## config.mk

```make
export PLATFORM = sky130hd
export DESIGN_NAME = count_sequence_monitor
export DESIGN_NICKNAME = d
export VERILOG_FILES = /design/src/rtl/count_sequence_monitor.sv
export SDC_FILE = /design/constraint.sdc
export NUM_CORES = 1
export LEC_CHECK = 0
export BUFFER_PORTS_ARGS = -buffer_cell sky130_fd_sc_hd__buf_4
export CORE_UTILIZATION = 40
export CTS_CLUSTER_DIAMETER = 150
export DETAILED_ROUTE_END_ITERATION = 10
export GPL_TIMING_DRIVEN = 0
export PLACE_DENSITY = 0.7
export RECOVER_POWER = 100
export SKIP_LAST_GASP = 1
export SLEW_MARGIN = 10
export SYNTH_ARGS = -nofsm -noshare
export SYNTH_HDL_FRONTEND = slang
export SYNTH_SLANG_ARGS = --single-unit
```

## constraint.sdc

```tcl
create_clock -name clk -period 3.3 [get_ports clk]
set_input_delay 0.33 -clock clk [delete_from_list [all_inputs] [get_ports clk]]
set_output_delay 0.33 -clock clk [all_outputs]
set_load 0.01 [all_outputs]
```

## src/rtl/count_sequence_monitor.sv

```systemverilog
// count_sequence_monitor: tracks an upstream 2-bit counter stream, locks onto it, counts wraps and mismatches, alarms on persistent errors
module count_sequence_monitor #(
   parameter int WRAP_W    = 8,
   parameter int ERR_LIMIT = 3
) (
   input  logic              clk,
   input  logic              rst,
   input  logic [1:0]        count_in,
   input  logic              sample_en,
   input  logic              clear,
   output logic              locked,
   output logic              alarm,
   output logic              wrap_pulse,
   output logic [WRAP_W-1:0] wrap_count,
   output logic              seq_err,
   output logic [3:0]        err_count
);
   typedef enum logic [1:0] {HUNT, LOCKED, ALARM} state_t;
   state_t     state;
   logic [1:0] prev;
   logic       prev_valid;
   logic [3:0] miss;
   logic       step_ok;
   logic       is_wrap;
   logic [3:0] miss_next;
   // classify the current sample against the previously sampled value
   always_comb begin
      step_ok   = prev_valid && (count_in == prev + 2'd1);
      is_wrap   = (prev == 2'd3) && (count_in == 2'd0);
      miss_next = miss + 4'd1;
   end
   // lock/alarm FSM with registered flags, pulses and statistics
   always_ff @(posedge clk or posedge rst) begin
      if (rst) begin
         state      <= HUNT;
         prev       <= 2'd0;
         prev_valid <= 1'b0;
         miss       <= 4'd0;
         locked     <= 1'b0;
         alarm      <= 1'b0;
         wrap_pulse <= 1'b0;
         wrap_count <= '0;
         seq_err    <= 1'b0;
         err_count  <= 4'd0;
      end else begin
         wrap_pulse <= 1'b0;
         seq_err    <= 1'b0;
         if (clear) begin
            state      <= HUNT;
            locked     <= 1'b0;
            alarm      <= 1'b0;
            wrap_count <= '0;
            err_count  <= 4'd0;
            miss       <= 4'd0;
            prev_valid <= sample_en;
            if (sample_en) prev <= count_in;
         end else if (sample_en) begin
            prev       <= count_in;
            prev_valid <= 1'b1;
            case (state)
               HUNT: if (step_ok) begin
                  state  <= LOCKED;
                  locked <= 1'b1;
                  miss   <= 4'd0;
               end
               LOCKED: if (step_ok) begin
                  miss <= 4'd0;
                  if (is_wrap) begin
                     wrap_pulse <= 1'b1;
                     wrap_count <= wrap_count + WRAP_W'(1);
                  end
               end else begin
                  seq_err   <= 1'b1;
                  err_count <= err_count + {3'd0, err_count != 4'hf};
                  miss      <= miss_next;
                  if (miss_next == 4'(ERR_LIMIT)) begin
                     state  <= ALARM;
                     locked <= 1'b0;
                     alarm  <= 1'b1;
                  end
               end
               default: ;
            endcase
         end
      end
   end
endmodule

```

# After elaboration in Yosys (flattened, before gate mapping)
# Index checks and enable logic that the tools add are counted.
dict set report classes {
  add_sub_neg 4
  multipliers 0
  div 0
  order_cmp 0
  n_eq_ne 9
  n_shift 0
  mux 42
  bitwise 0
  reduce_logical 15
}
# cell count
set ops {}
lappend ops {{8-bit 2-to-1 mux} 5}
lappend ops {{4-bit 2-to-1 mux} 8}
lappend ops {{1-bit 2-to-1 mux} 21}
lappend ops {{2-bit 2-to-1 mux} 5}
lappend ops {{2-bit nonzero test} 5}
lappend ops {{3-bit != test, second input constant} 3}
lappend ops {{8-bit by 1-bit adder with 8-bit output, second input constant} 1}
lappend ops {{4-bit one-hot mux with 2 select lines} 1}
lappend ops {{4-bit AND reduction} 2}
lappend ops {{3-bit AND reduction} 2}
lappend ops {{5-bit AND reduction} 1}
lappend ops {{4-bit by 1-bit adder with 4-bit output} 1}
lappend ops {{4-bit by 1-bit adder with 4-bit output, second input constant} 1}
lappend ops {{4-bit by 2-bit equality test with 1-bit output, second input constant} 1}
lappend ops {{2-bit zero test} 2}
lappend ops {{4-bit != test, second input constant} 1}
lappend ops {{2-bit one-hot mux with 2 select lines} 1}
lappend ops {{3-bit nonzero test} 1}
lappend ops {{2-bit by 1-bit adder with 2-bit output, second input constant} 1}
lappend ops {{2-bit by 1-bit equality test with 1-bit output, second input constant} 1}
lappend ops {{2-bit equality test} 1}
lappend ops {{2-bit equality test, second input constant} 1}
lappend ops {{1-bit logical AND} 2}
lappend ops {{2-bit != test, second input constant} 1}
lappend ops {{1-bit one-hot mux with 2 select lines} 1}
dict set report totals {
  ff_bits 25
  latch_bits 0
  ram_bits 0
  mem_bits_ro 0
  input_bits 6
  elab_cells 80
  n_memories 0
}

# Depth between registers and ports, before layout
dict set report logic_depth {
  ltp_word 7
  depth_mapped 6
}

# Worst setup path after synthesis
# No wires, ideal clock.
dict set report synth_timing {
  kind {flip-flop to flip-flop}
  start {register prev[0]}
  end {register miss[2]}
  arrival_time_ps 1789
  required_ps 3236
  slack_ps 1448
  stages_incl_launch_ff 7
  path_buffers 0
  synth_period_minus_slack_ps 1852
  path_cell_list {dfrtp_1 -> ha_1 -> xnor2_2 -> a311oi_4 -> nand2_2 -> nor3b_1 -> a21o_1}
}
dict set report synth_between {
  elab_chain_cells 7
  word_cells_on_any_way 9
  classes_between {add/sub: 1; eq/ne: 2; mux: 4; reduce/logical: 2}
}
# item line_no
set synth_rtl {}
lappend synth_rtl {{start, declared} 20} ;# logic [1:0] prev;
lappend synth_rtl {{start signal, assigned} 56} ;# if (sample_en) prev <= count_in;
lappend synth_rtl {{start signal, assigned} 58} ;# prev <= count_in;
lappend synth_rtl {{2-bit by 1-bit adder with 2-bit output *} 28} ;# step_ok = prev_valid && (count_in == prev + 2'd1);
lappend synth_rtl {{2-bit equality test *} 28}
lappend synth_rtl {{1-bit logical AND *} 28}
lappend synth_rtl {{4-bit 2-to-1 mux} 66} ;# LOCKED: if (step_ok) begin
lappend synth_rtl {{4-bit one-hot mux with 2 select lines} 60} ;# case (state)
lappend synth_rtl {{4-bit 2-to-1 mux} 57} ;# end else if (sample_en) begin
lappend synth_rtl {{4-bit 2-to-1 mux} 48} ;# if (clear) begin
lappend synth_rtl {{end signal, assigned} 75} ;# miss <= miss_next;
lappend synth_rtl {{end, declared} 22} ;# logic [3:0] miss;
# Mark *: on every way between the ends. The rest lies on a longest branch, timed or not. The select of a mux whose other input is x is not followed.
# A chain may end at the register's enable or synchronous reset.

# Worst setup path in the final report
# Ends and elaborated chain as after synthesis.

==> reports/qor.yml <==
clk_pin_slew_worst_paths_ps: 120
stdcell_area_sq_mm: 0.00137
wire_per_inst_um: 13.6
violations: "DRC"
io_buffers: 20
pwr-share-clk: 0.256
grt_setup_unrepaired: "no"
ys_warn_count: 0
leakage_nw: 0.602
drtIter0Drc: 29
switchingPower_w: 0.000127
rows: 19
setup_slack_ps: 783
worst_slew_pin_slew_ps: 1050
synth_area_leaders: "dfrtp_1 (48%), ha_1 (6.0%), nor2_1 (4.5%)"
synth_most_common_cell: "dfrtp_1"
gp_congestion: 0.768
grt_pass1_wl_um: 4280
io_pins: 22
p_per_area_mw_per_mm2: 359
post-cts-setup-buffer-count: 0
clkSinkCount: 24
synthArstFlopShare: 1.00
clock_skew_ps: 1.13
area_delta_synth_final_pct: 8.77
postRouteAntennaNets: 0
layout-drive-gt1-share: 0.0822
dieArea_sq_mm: 0.00337
synth-seq-area-share: 0.479
status: "finished with violations"
clock_latency_ps: 310
slew_headroom: 0.295
switching_share: 0.258
cp.arrival_ps: 2780
fp.dieW_um: 58.0
period_share: 0.763
avgSynthCellArea_sq_um: 10.2
maxCapViolCount: 0
finalSetupViolCount: 0
dr_total_vias: 967
end_kind: "flip-flop"
cp-start-kind: "flip-flop"
die_y_um: 58.0
cts_hold_buf: 0
ys.flop_type: "dfrtp_1"
antenna_cells: 0
synth_top_cell_area_share: 0.479
core-area_sq_mm: 0.00285
postSynthNetCount: 135
grt.total_usage: 0.166
start_util: 0.440
numCtsBuffers: 3
routed_wirelength_um: 2410
viasPerCell: 5.46
fin_cells: 177
synth_cells: 123
htreeDepth: 1
finalHoldViolCount: 0
peakVddDrop_mv: 0.137
internal_power_w: 0.000363
synth.largest_area_cell: "dfrtp_1"
place_ws_ps: 1230
min_path_type: "in2async"
grt_overflow: 0
final_max_slew_viol_count: 0
power_frac_comb: 0.118
grt_pass1_vias: 994
synth_cell_types: 35
ys_ff_latch: 24
fin_setup_tns_ps: 0
fin_util: 0.479
path_max_fanout: 7
antenna_found_initial: 0
synth-edff-count: 0
final.min_clock_period_ps: 2520
firstDrtPassIters: 7
cts_tree: "built"
post-place-cells: 174
fmax_ghz: 0.397
dpl_cell_area_sq_mm: 0.00144
post-dp-hpwl_um: 1800
cp.required_ps: 3560
root_buffer: "clkbuf_4"
cts.path.max_buffers: 2
synthTopCellsByCount: "dfrtp_1 (24), nor2_1 (15), nand2_1 (12)"
p_seq_frac: 0.626
fin_nets: 160
crit_type: "reg2reg"
ctsResizeCount: 0
netlist_area_sq_mm: 0.00125
drc: 4
grt_max_degree: 25
state kept, by name, indices dropped and copies added (netlist names):
register / count
alarm: 1
err_count: 4
miss: 4
prev: 2
prev_valid: 1
seq_err: 1
state: 2
wrap_count: 8
wrap_pulse: 1
final cells by class:
type	instances	area, sq um
buffer	2	7.51
clock buffer	3	22.5
multi-input combinational	90	579
timing repair buffer	20	90.1
sequential	24	601
tap	31	38.8
inverter	7	26.3
fill	308	1490
cell families (layout without fill, tap and decap cells):
logic type | count (synthesis) | in the layout | synth area share
simple gates | 50 | 50 | 0.200
compound gates | 21 | 21 | 0.126
xor+xnor | 9 | 9 | 0.0748
flops | 24 | 24 | 0.479
mux | 4 | 4 | 0.0339
fa+ha+maj | 6 | 6 | 0.0598
buf+inv | 9 | 32 | 0.0269
worst max-delay path, cell delays in order (launching register included):
cell	delay [ps]
dfrtp_1	440
ha_1	320
xnor2_1	180
a311oi_1	890
nand2_2	260
nor3b_1	270
a21o_1	100
power groups by stage:
stage	Combinational, W	Clock, W	Sequential (W)
after floorplan	0.0000481	0	0.000312
after global placement	0.0000662	0	0.000313
after detailed placement	0.0000687	0	0.000313
after CTS	0.0000689	0.000127	0.000308
after global routing	0.0000652	0.000139	0.000308
final	0.0000576	0.000125	0.000307
metal layers:
layer,routed length (um),global-route usage,vias to the layer above
met5,0,0,-
met4,35,0.0612,0
met3,76,0.0268,5
met2,1220,0.294,14
met1,1080,0.203,472
li1,-,-,476
worst paths after layout:
check	from	end	slack (ps)	cells after the start
min reg2reg	alarm	alarm	510	1
min in group clk	sample_en	prev_valid	240	2
max in group asynchronous	rst	miss[0]	2580	2
max reg2reg	prev[0]	miss[2]	780	6
max	prev[0]	miss[2]	780	6
min	rst	err_count[0]	190	2
placed cells by master (no fill, tap or decap), types with 5 or more instances in the layout:
cell type | synthesis | routed
a21oi_1 | 5 | 5
clkbuf_1 | 2 | 18
dfrtp_1 | 24 | 24
ha_1 | 6 | 6
inv_1 | 6 | 6
nand2_1 | 12 | 12
nand3_1 | 5 | 5
nand4_1 | 4 | 5
nor2_1 | 15 | 15
xnor2_1 | 5 | 6
per-stage QoR:
step           power (W)  hold WS, ps
5_1_grt         0.000513          256
6_report        0.000490          191
3_3_place_gp    0.000379          491
3_5_place_dp    0.000382          487
4_1_cts         0.000503          242
2_1_floorplan   0.000361          345
Power figures use the tool's default switching activity.
